### src/rtl/mem_stage_pkg.sv
// Shared definitions for the memory stage: bus layouts, write-back select codes
// and the data-memory handshake FSM states.
package mem_stage_pkg;

    localparam int EXE_MEM_W = 75;
    localparam int MEM_WB_W  = 70;

    localparam logic [2:0] WB_SEL_ALU = 3'b000;
    localparam logic [2:0] WB_SEL_MEM = 3'b001;
    localparam logic [2:0] WB_SEL_PC4 = 3'b010;

    typedef enum logic [1:0] {
        ST_IDLE   = 2'd0,
        ST_ACCESS = 2'd1,
        ST_RDATA  = 2'd2
    } dmem_state_e;

    // Field order matches the bit layout of the pipeline buses, MSB first.
    typedef struct packed {
        logic [31:0] alu_result;
        logic [4:0]  rd;
        logic        rd_wen;
        logic        mem_we;
        logic        mem_re;
        logic [2:0]  wb_sel;
        logic [31:0] pc;
    } exe_mem_t;

    typedef struct packed {
        logic [31:0] wb_data;
        logic [4:0]  rd;
        logic        rd_wen;
        logic [31:0] pc;
    } mem_wb_t;

    function automatic logic [31:0] select_wb(input logic [2:0]  sel,
                                              input logic [31:0] alu,
                                              input logic [31:0] rdata,
                                              input logic [31:0] pc);
        logic [31:0] res;
        case (sel)
            WB_SEL_ALU: res = alu;
            WB_SEL_MEM: res = rdata;
            WB_SEL_PC4: res = pc + 32'd4;
            default:    res = 32'b0;
        endcase
        return res;
    endfunction

endpackage

### src/rtl/mem_stage_dmem_if_fsm.sv
// Data-memory handshake controller: IDLE/ACCESS/RDATA FSM, access timeout
// counter, sticky error flag and the complete/abort strobes for the stage.
module mem_stage_dmem_if_fsm
    import mem_stage_pkg::*;
#(
    parameter int TIMEOUT_CYCLES = 255
) (
    input  logic        clk,
    input  logic        rst_n,
    input  logic        mem_op_i,
    input  logic        is_store_i,
    input  logic [31:0] addr_i,
    input  logic [31:0] wdata_i,
    input  logic        dmem_gnt_i,
    input  logic        dmem_rvalid_i,
    output logic        dmem_req_o,
    output logic        dmem_we_o,
    output logic [31:0] dmem_addr_o,
    output logic [31:0] dmem_wdata_o,
    output logic        complete_o,
    output logic        abort_o,
    output logic        mem_err_o
);

    localparam logic [7:0] TIMEOUT_LAST = 8'(TIMEOUT_CYCLES - 1);

    dmem_state_e state_q, state_d;
    logic [7:0]  cnt_q, cnt_d;
    logic        err_q, err_d;

    always_comb begin
        state_d    = state_q;
        cnt_d      = '0;
        err_d      = err_q;
        dmem_req_o = 1'b0;
        complete_o = 1'b0;
        abort_o    = 1'b0;

        case (state_q)
            ST_IDLE: begin
                if (mem_op_i) begin
                    state_d = ST_ACCESS;
                end
            end
            ST_ACCESS: begin
                dmem_req_o = 1'b1;
                if (dmem_gnt_i) begin
                    if (is_store_i) begin
                        complete_o = 1'b1;
                    end else begin
                        state_d = ST_RDATA;
                    end
                end
            end
            ST_RDATA: begin
                if (dmem_rvalid_i) begin
                    complete_o = 1'b1;
                end
            end
            default: begin
                state_d = ST_IDLE;
            end
        endcase

        // A response arriving on the last allowed cycle still wins over the timeout.
        if (state_q != ST_IDLE) begin
            if (complete_o) begin
                state_d = ST_IDLE;
            end else if (cnt_q >= TIMEOUT_LAST) begin
                abort_o = 1'b1;
                err_d   = 1'b1;
                state_d = ST_IDLE;
            end else begin
                cnt_d = cnt_q + 8'd1;
            end
        end
    end

    always_ff @(posedge clk or negedge rst_n) begin
        if (!rst_n) begin
            state_q <= ST_IDLE;
            cnt_q   <= '0;
            err_q   <= 1'b0;
        end else begin
            state_q <= state_d;
            cnt_q   <= cnt_d;
            err_q   <= err_d;
        end
    end

    assign dmem_we_o    = dmem_req_o & is_store_i;
    assign dmem_addr_o  = dmem_req_o ? addr_i : 32'b0;
    assign dmem_wdata_o = dmem_we_o ? wdata_i : 32'b0;
    assign mem_err_o    = err_q;

endmodule

### src/rtl/mem_stage.sv
// Memory stage of the 5-stage RISC-V pipeline: registers the exe->mem bus,
// performs loads/stores through the dmem handshake and drives the mem->wb bus.
module mem_stage
    import mem_stage_pkg::*;
#(
    parameter int TIMEOUT_CYCLES = 255
) (
    input  logic                 clk,
    input  logic                 rst_n,
    input  logic [EXE_MEM_W-1:0] exe_mem_bus_in,
    input  logic [31:0]          exe_store_data,
    output logic                 mem_stall,
    output logic                 dmem_req,
    output logic                 dmem_we,
    output logic [31:0]          dmem_addr,
    output logic [31:0]          dmem_wdata,
    input  logic                 dmem_gnt,
    input  logic                 dmem_rvalid,
    input  logic [31:0]          dmem_rdata,
    output logic [MEM_WB_W-1:0]  mem_wb_bus_out,
    output logic                 mem_err
);

    exe_mem_t    entry_q, entry_d;
    logic [31:0] store_data_q, store_data_d;
    mem_wb_t     wb_q, wb_d;

    logic        mem_op;
    logic        complete;
    logic        abort;
    logic [31:0] wb_data;

    assign mem_op    = entry_q.mem_we | entry_q.mem_re;
    assign mem_stall = mem_op & ~(complete | abort);

    mem_stage_dmem_if_fsm #(
        .TIMEOUT_CYCLES(TIMEOUT_CYCLES)
    ) u_dmem_if_fsm (
        .clk          (clk),
        .rst_n        (rst_n),
        .mem_op_i     (mem_op),
        .is_store_i   (entry_q.mem_we),
        .addr_i       ({entry_q.alu_result[31:2], 2'b00}),
        .wdata_i      (store_data_q),
        .dmem_gnt_i   (dmem_gnt),
        .dmem_rvalid_i(dmem_rvalid),
        .dmem_req_o   (dmem_req),
        .dmem_we_o    (dmem_we),
        .dmem_addr_o  (dmem_addr),
        .dmem_wdata_o (dmem_wdata),
        .complete_o   (complete),
        .abort_o      (abort),
        .mem_err_o    (mem_err)
    );

    assign wb_data = select_wb(entry_q.wb_sel, entry_q.alu_result, dmem_rdata, entry_q.pc);

    always_comb begin
        entry_d      = entry_q;
        store_data_d = store_data_q;
        if (!mem_stall) begin
            entry_d      = exe_mem_bus_in;
            store_data_d = exe_store_data;
        end
    end

    // Any cycle the entry does not retire drives a bubble; an aborted access
    // retires with its register write suppressed.
    always_comb begin
        wb_d = '0;
        if (!mem_stall) begin
            wb_d.rd = entry_q.rd;
            wb_d.pc = entry_q.pc;
            if (!abort) begin
                wb_d.wb_data = wb_data;
                wb_d.rd_wen  = entry_q.rd_wen;
            end
        end
    end

    always_ff @(posedge clk or negedge rst_n) begin
        if (!rst_n) begin
            entry_q      <= '0;
            store_data_q <= '0;
            wb_q         <= '0;
        end else begin
            entry_q      <= entry_d;
            store_data_q <= store_data_d;
            wb_q         <= wb_d;
        end
    end

    assign mem_wb_bus_out = wb_q;

endmodule

### config.mk
export PLATFORM = sky130hd
export DESIGN_NAME = mem_stage
export DESIGN_NICKNAME = d
export VERILOG_FILES = /design/src/rtl/mem_stage_pkg.sv /design/src/rtl/mem_stage_dmem_if_fsm.sv /design/src/rtl/mem_stage.sv
export SDC_FILE = /design/constraint.sdc
export NUM_CORES = 1
export LEC_CHECK = 0
export CAP_MARGIN = 5
export CORE_AREA = 2 2 148 150
export CTS_CLUSTER_SIZE = 28
export DETAILED_ROUTE_END_ITERATION = 16
export DIE_AREA = 0 0 150 152
export PLACE_DENSITY = 0.74
export SYNTH_ARGS = -nofsm -noshare
export SYNTH_HDL_FRONTEND = slang
export SYNTH_SLANG_ARGS = --single-unit
### constraint.sdc
create_clock -name clk -period 2.37 [get_ports clk]
set_input_delay 0.237 -clock clk [delete_from_list [all_inputs] [get_ports clk]]
set_output_delay 0.237 -clock clk [all_outputs]
set_load 0.005 [all_outputs]
==> metrics.md, run 1 <==
| Metric | Value |
|---|---|
| Outcome | complete, no violations |
| Core Region | 21400 um2 |
| Fin. max-slew vios | 0 |
| H-Tree Depth | 4 |
| Crit. End Element | primary output |
| GR Layer Usage met3 | 0.0694 |
| Register Area | 4710 um2 |
| Final Critical Period | approximately 2300 ps |
| Post-synthesis cell area | 8350 um2 |
| Post-route ant nets | 0 |
| FMAX | 0.432 GHz |
| Critical path fanouts, max | 17 |
| M1 GR Usage | 0.273 |
| Arr. time, crit path | 2080 ps |
| Worst path bufs/invs | 3 |
| Layout Skew | between 10 and 15 ps |
| # IOs | between 200 and 300 |
| Largest net degree at the start of global routing | slightly below 70 |
| Worst-margin pin slew | about 610 ps |
| Delay of the slowest critical-path stage | 500 ps |
| Register bit total from synthesis | ~190 |
| Crit-path slowest cell | clkdlybuf4s50_1 |
| Gr ovfl total | 0 |
| Clock Path Buffers | 2 |
| First-pass detailed-route iteration total | 5 |
| Ys Warns | 0 |
| Die Y | 152 um |
| First-pass GRT wire length | 38.2 mm |
| R2R cell count | 8 |
| R2r endpoint | entry_q[28] |
| Top_reg_cell synth | dfrtp_1 |
| Syn Inst Count | slightly below 700 |
| Crit path cell chain | inv_2, ha_4, clkbuf_16, and3_1, clkdlybuf4s50_1 |
| Setup Total Neg Slack | 0 ps |
| R2R setup slack | ~80 ps |
| Share of cells above drive strength 1 | 0.188 |
| Crit start category | register |
| Via count | between 6000 and 7000 |
| Busiest grt layer | met2 |
| Routability Congestion | a little over 0.8 |
| Area of the die | ~23000 um2 |
| Clk sinks | about 190 |
| Max_cap viols | 0 |
| Vias per inst | 5.16 |
| Starting Density | 0.391 |
| GRT Total Usage | 0.219 |
| Final Hold Viols | 0 |
| DP Wirelength | between 15 and 20 mm |
| I/O Buffers | ~280 |
| Static leakage | approximately 5.2 nW |
| IR drop worst, VDD | between 700 and 800 uV |
| Number of buffers created by CTS | 17 |
| # nets final | approximately 1100 |
| Synth cell types | a little over 50 |
| Post-placement cell count | between 1000 and 1500 |
| Per-cell routed wire length | approximately 20 um |
| Fill cells | ~1800 |
| Required @ worst endpoint | 2130 ps |
| Initial antenna violation count | 3 |
| Worst Path Class, Setup | reg2out |
| DRC Markers | 0 |
| CTS tree | built |
| Clock latency on the worst-skew pair | between 400 and 500 ps |
| HP Class | in2async |
| Vias in the first global route | between 6000 and 7000 |
| Multi-input logic area | ~3400 um2 |
| Power per Cell Area | roughly 1300 nW/um2 |
| CTS root buf | clkbuf_16 |
| Cell family with most CP delay | buffers and inverters |
| Syn_area_per_cell | ~12 um2 |
| WL final | between 20 and 30 mm |
| Fraction of registers with async set/reset | 1.00 |
| Chip width | roughly 150 um |
| Seq/Total Area, Yosys | 0.564 |
| Overall Power | roughly 0.016 W |
| Endpoints failing setup | 0 |
| Number of flops mapped to enable cells by yosys | 0 |
| Clock transition at the registers of the reported paths | 80 ps |
| Relative slew slack | 0.594 |
| Finished Layout Cells | between 1000 and 1500 |
| Met2 Track Usage GR | 0.360 |
| Cell row count | between 50 and 60 |
| DR iter-0 viols | 356 |
| Ant diodes | 0 |
| Worst r2r src | u_dmem_if_fsm.state_q[1] |
| Period utilization | 0.976 |
| Layout area overhead | 48.8% |
[cell usage after synthesis (all sizes together), types with 15 or more instances]
| library cell | n | area share |
|---|---|---|
| a21oi | 25 | 0.015 |
| a22oi | 15 | 0.013 |
| mux2 | 105 | 0.14 |
| and2 | 33 | 0.025 |
| nor2 | 35 | 0.016 |
| and3 | 37 | 0.028 |
| clkbuf | 28 | 0.013 |
| buf | 24 | 0.017 |
| nor2b | 36 | 0.027 |
| o21ai | 17 | 0.010 |
| dfrtp | 188 | 0.56 |
| nand2 | 15 | 0.0067 |
[report_power, final]
part	internal, W	switching (W)	leakage (nW)
combinational	0.00420	0.00286	2.55
clock	0.00163	0.00143	0.310
sequential	0.00449	0.00109	2.36
total	0.0103	0.00538	5.22
[worst max-delay path by stage]
stage	from	endpoint	slack, ps	depth (start not counted)
finish	u_dmem_if_fsm.state_q[1]	dmem_wdata[21]	60	5
global route	u_dmem_if_fsm.state_q[1]	dmem_wdata[29]	-10	5
CTS	u_dmem_if_fsm.state_q[1]	dmem_addr[17]	-60	5
detailed placement	dmem_gnt	entry_q[28]	80	7
global placement	dmem_gnt	entry_q[50]	110	6
floorplan	u_dmem_if_fsm.state_q[0]	entry_q[26]	120	8
[final cells by class]
class	instances	share of cell area
flip-flops and latches	188	0.379
repair buffers	318	0.264
inverters	7	0.00212
well taps	280	0.0282
clock inverters	15	0.0176
multi-input cells	443	0.275
clock buffers	17	0.0343
[cell families after synthesis]
group | after synthesis | synth area share
simple gates | 210 | 0.147
flops | 188 | 0.564
mux | 109 | 0.146
compound gates | 99 | 0.0824
buf+inv | 59 | 0.0328
xor+xnor | 16 | 0.0168
fa+ha+maj | 7 | 0.0105
other cells | 1 | 0.000449
[repair_timing]
action / 4_1_cts / 5_1_grt
buffers inserted: 0 / 2
gates resized for setup: 4 / 6
pin swaps: 0 / 0
endpoints found under the hold margin: 38 / 0
cloned: 1 / 3
hold buffers: 1 / 0
endpoints found under the setup margin: 34 / 64
[layer usage]
metal	vias up	wire length (um)
met5	-	46
met2	268	12200
met3	33	2110
met4	6	504
met1	3216	10200
li1	3021	-
[stage by stage]
step	worst slack (ps)	hold slack, ps	area, um2	util
after floorplan	118	-58.6	8350	-
after global placement	115	189	11600	0.545
after detailed placement	76.4	193	11600	0.545
after CTS	-61.2	303	12300	0.577
after global routing	-12.8	327	12400	0.582
final	56.6	298	12400	0.582
[registers in the layout, indices dropped and copies added (netlist names)]
signal / count
u_dmem_if_fsm.mem_err_o: 1
u_dmem_if_fsm.cnt_q: 8
entry_q: 75
u_dmem_if_fsm.state_q: 2
store_data_q: 32
mem_wb_bus_out: 70
[layout by cell type, fill, tap and decap left out, types with 7 or more instances in the layout]
master / n
clkdlybuf4s50_1: 276
dfrtp_1: 187
mux2_2: 101
and3_1: 36
nor2_1: 35
nor2b_1: 35
and2_1: 33
buf_4: 25
a21oi_1: 24
clkbuf_16: 20
nand2_1: 15
a22oi_1: 15
o21ai_0: 14
nand3_1: 12
a222oi_1: 12
o31a_1: 10
nor4_1: 10
buf_12: 10
xor2_1: 9
nor3_1: 9
nand4_1: 8
xnor2_1: 7
No activity file was read; power rests on OpenSTA's default activity.
==> run 2: changes to the inputs <==
==> constraint.sdc (replaced) <==
create_clock -name clk -period 2.37 [get_ports clk]
set_input_delay 0.237 -clock clk [delete_from_list [all_inputs] [get_ports clk]]
set_output_delay 0.237 -clock clk [all_outputs]
set_load 0.1 [all_outputs]
==> metrics.md, run 2 (synthesis results as in run 1) <==
| Metric | Value |
|---|---|
| Layout area overhead | 56.3% |
| GR Layer Usage met3 | 0.0787 |
| Gr ovfl total | 0 |
| Core Region | 21400 um2 |
| Outcome | complete, no violations |
| Worst-margin pin slew | about 580 ps |
| CTS root buf | clkbuf_16 |
| DP Wirelength | ~19 mm |
| # IOs | roughly 280 |
| Vias in the first global route | 6992 |
| Most common cell after layout, fill and taps aside | dfrtp_1 |
| Number of buffers created by CTS | 17 |
| Clock latency on the worst-skew pair | 430 ps |
| Fin. max-slew vios | 0 |
| Vias per inst | between 5 and 6 |
| Most frequent cells in the layout | 187 x dfrtp_1, 141 x clkdlybuf4s50_1, 115 x buf_4 |
| Worst path bufs/invs | 3 |
| CTS tree | built |
| Arr. time, crit path | 2070 ps |
| Layout Skew | around 12 ps |
| Crit path cell chain | inv_1, ha_2, o211ai_1, nor3_2, a21oi_2, o21a_4, buf_12, buf_16 |
| FMAX | 0.433 GHz |
| RSZ-0062 raised after global routing | yes |
| Crit. End Element | primary output |
| Required @ worst endpoint | 2130 ps |
| R2R setup slack | about 80 ps |
| HP Class | in2async |
| Die Y | approximately 150 um |
| Critical path fanouts, max | 5 |
| I/O Buffers | 278 |
| Post-route ant nets | 0 |
| Clk sinks | ~190 |
| Period utilization | 0.974 |
| DRC Markers | 0 |
| Clock transition at the registers of the reported paths | roughly 70 ps |
| Routability Congestion | 0.833 |
| Clock Path Buffers | 2 |
| Crit-path slowest cell | dfrtp_1 |
| Setup Total Neg Slack | 0 ps |
| # nets final | 1142 |
| Cell row count | 54 |
| Chip width | roughly 150 um |
| Max_cap viols | 0 |
| Crit path depth | 8 |
| M1 GR Usage | 0.267 |
| Largest reg by FF count | entry_q |
| Delay of the slowest critical-path stage | between 300 and 400 ps |
| Relative slew slack | 0.609 |
| First-pass GRT wire length | between 30 and 40 mm |
| R2R cell count | 9 |
| Cell family with most CP delay | compound AO/OA/AOI/OAI gates |
| Busiest grt layer | met2 |
| Share of cells above drive strength 1 | 0.386 |
| Worst Path Class, Setup | reg2out |
| Initial antenna violation count | 2 |
| Via count | around 6700 |
| Final Hold Viols | 0 |
| Final Critical Period | 2310 ps |
| H-Tree Depth | 4 |
| Worst r2r src | u_dmem_if_fsm.cnt_q[0] |
| Crit start category | register |
| First-pass detailed-route iteration total | 7 |
| WL final | ~26 mm |
| R2r endpoint | entry_q[17] |
| Met2 Track Usage GR | 0.379 |
| Area of the die | 22800 um2 |
| Endpoints failing setup | 0 |
| Per-cell routed wire length | 20.0 um |
| DR iter-0 viols | approximately 400 |
| Largest net degree at the start of global routing | 68 |
| GRT Total Usage | 0.223 |
| Starting Density | 0.391 |
| Max reg flops | 75 |
| Fill cells | approximately 1700 |
-- run 2: changes by cell type in the layout (fill, tap and decap cells not counted), sizes merged --
cell           previous run  this run
buf                      37       189
clkinv                    7         6
clkinvlp                  0         1
diode                     0         2
clkdlybuf4s50           276       141
-- run 2: per-stage QoR --
step           hold WS (ps)  area [um2]  worst slack [ps]  cells   util
6_report                367       13100              60.6   1287  0.611
3_5_place_dp            269       12200              91.4   1234  0.571
4_1_cts                 365       12900             -21.9   1268  0.602
2_1_floorplan         -58.6        8440              25.5    690      -
5_1_grt                 378       13000             -66.0   1285  0.611
3_3_place_gp            269       12200               156   1234  0.571
-- run 2: layout make-up --
class                           instances  area [um2]  share of cell area
Inverter                                7        26.3             0.00201
Sequential cell                       188        4710               0.361
Timing Repair Buffer                  335        3860               0.296
Clock inverter                         15         205              0.0157
Antenna cell                            2        5.00            0.000383
Multi-Input combinational cell        443        3470               0.266
Clock buffer                           17         425              0.0326
Tap cell                              280         350              0.0268
-- run 2: timing repair --
| action | CTS | global route |
|---|---|---|
| pin swaps | 1 | 2 |
| resized for setup | 4 | 4 |
| buffers inserted | 1 | 15 |
| endpoints found under the setup margin | 41 | 77 |
| hold buffers | 1 | 0 |
| hold endpoints to repair | 59 | 0 |
| cloned | 0 | 2 |
-- run 2: how the worst max path moves through the flow --
| stage | from | to | slack [ps] |
|---|---|---|---|
| 6_report | u_dmem_if_fsm.cnt_q[0] | mem_stall | 60 |
| 5_1_grt | u_dmem_if_fsm.cnt_q[0] | mem_stall | -70 |
| 3_3_place_gp | dmem_gnt | entry_q[17] | 160 |
| 2_1_floorplan | u_dmem_if_fsm.state_q[1] | entry_q[26] | 30 |
| 3_5_place_dp | u_dmem_if_fsm.state_q[0] | entry_q[17] | 90 |
| 4_1_cts | u_dmem_if_fsm.cnt_q[0] | mem_stall | -20 |
-- run 2: routing by layer --
layer	part of all wire	vias to the layer above	wire length (um)
li1	-	3065	-
met1	0.39	3278	9950
met2	0.50	336	12800
met3	0.10	30	2560
met4	0.017	0	450
met5	0	-	0
Power of run 2 is left out: the tool's default activity adds up to more than one toggle a clock period on the data nets, which glitch-free logic cannot reach.
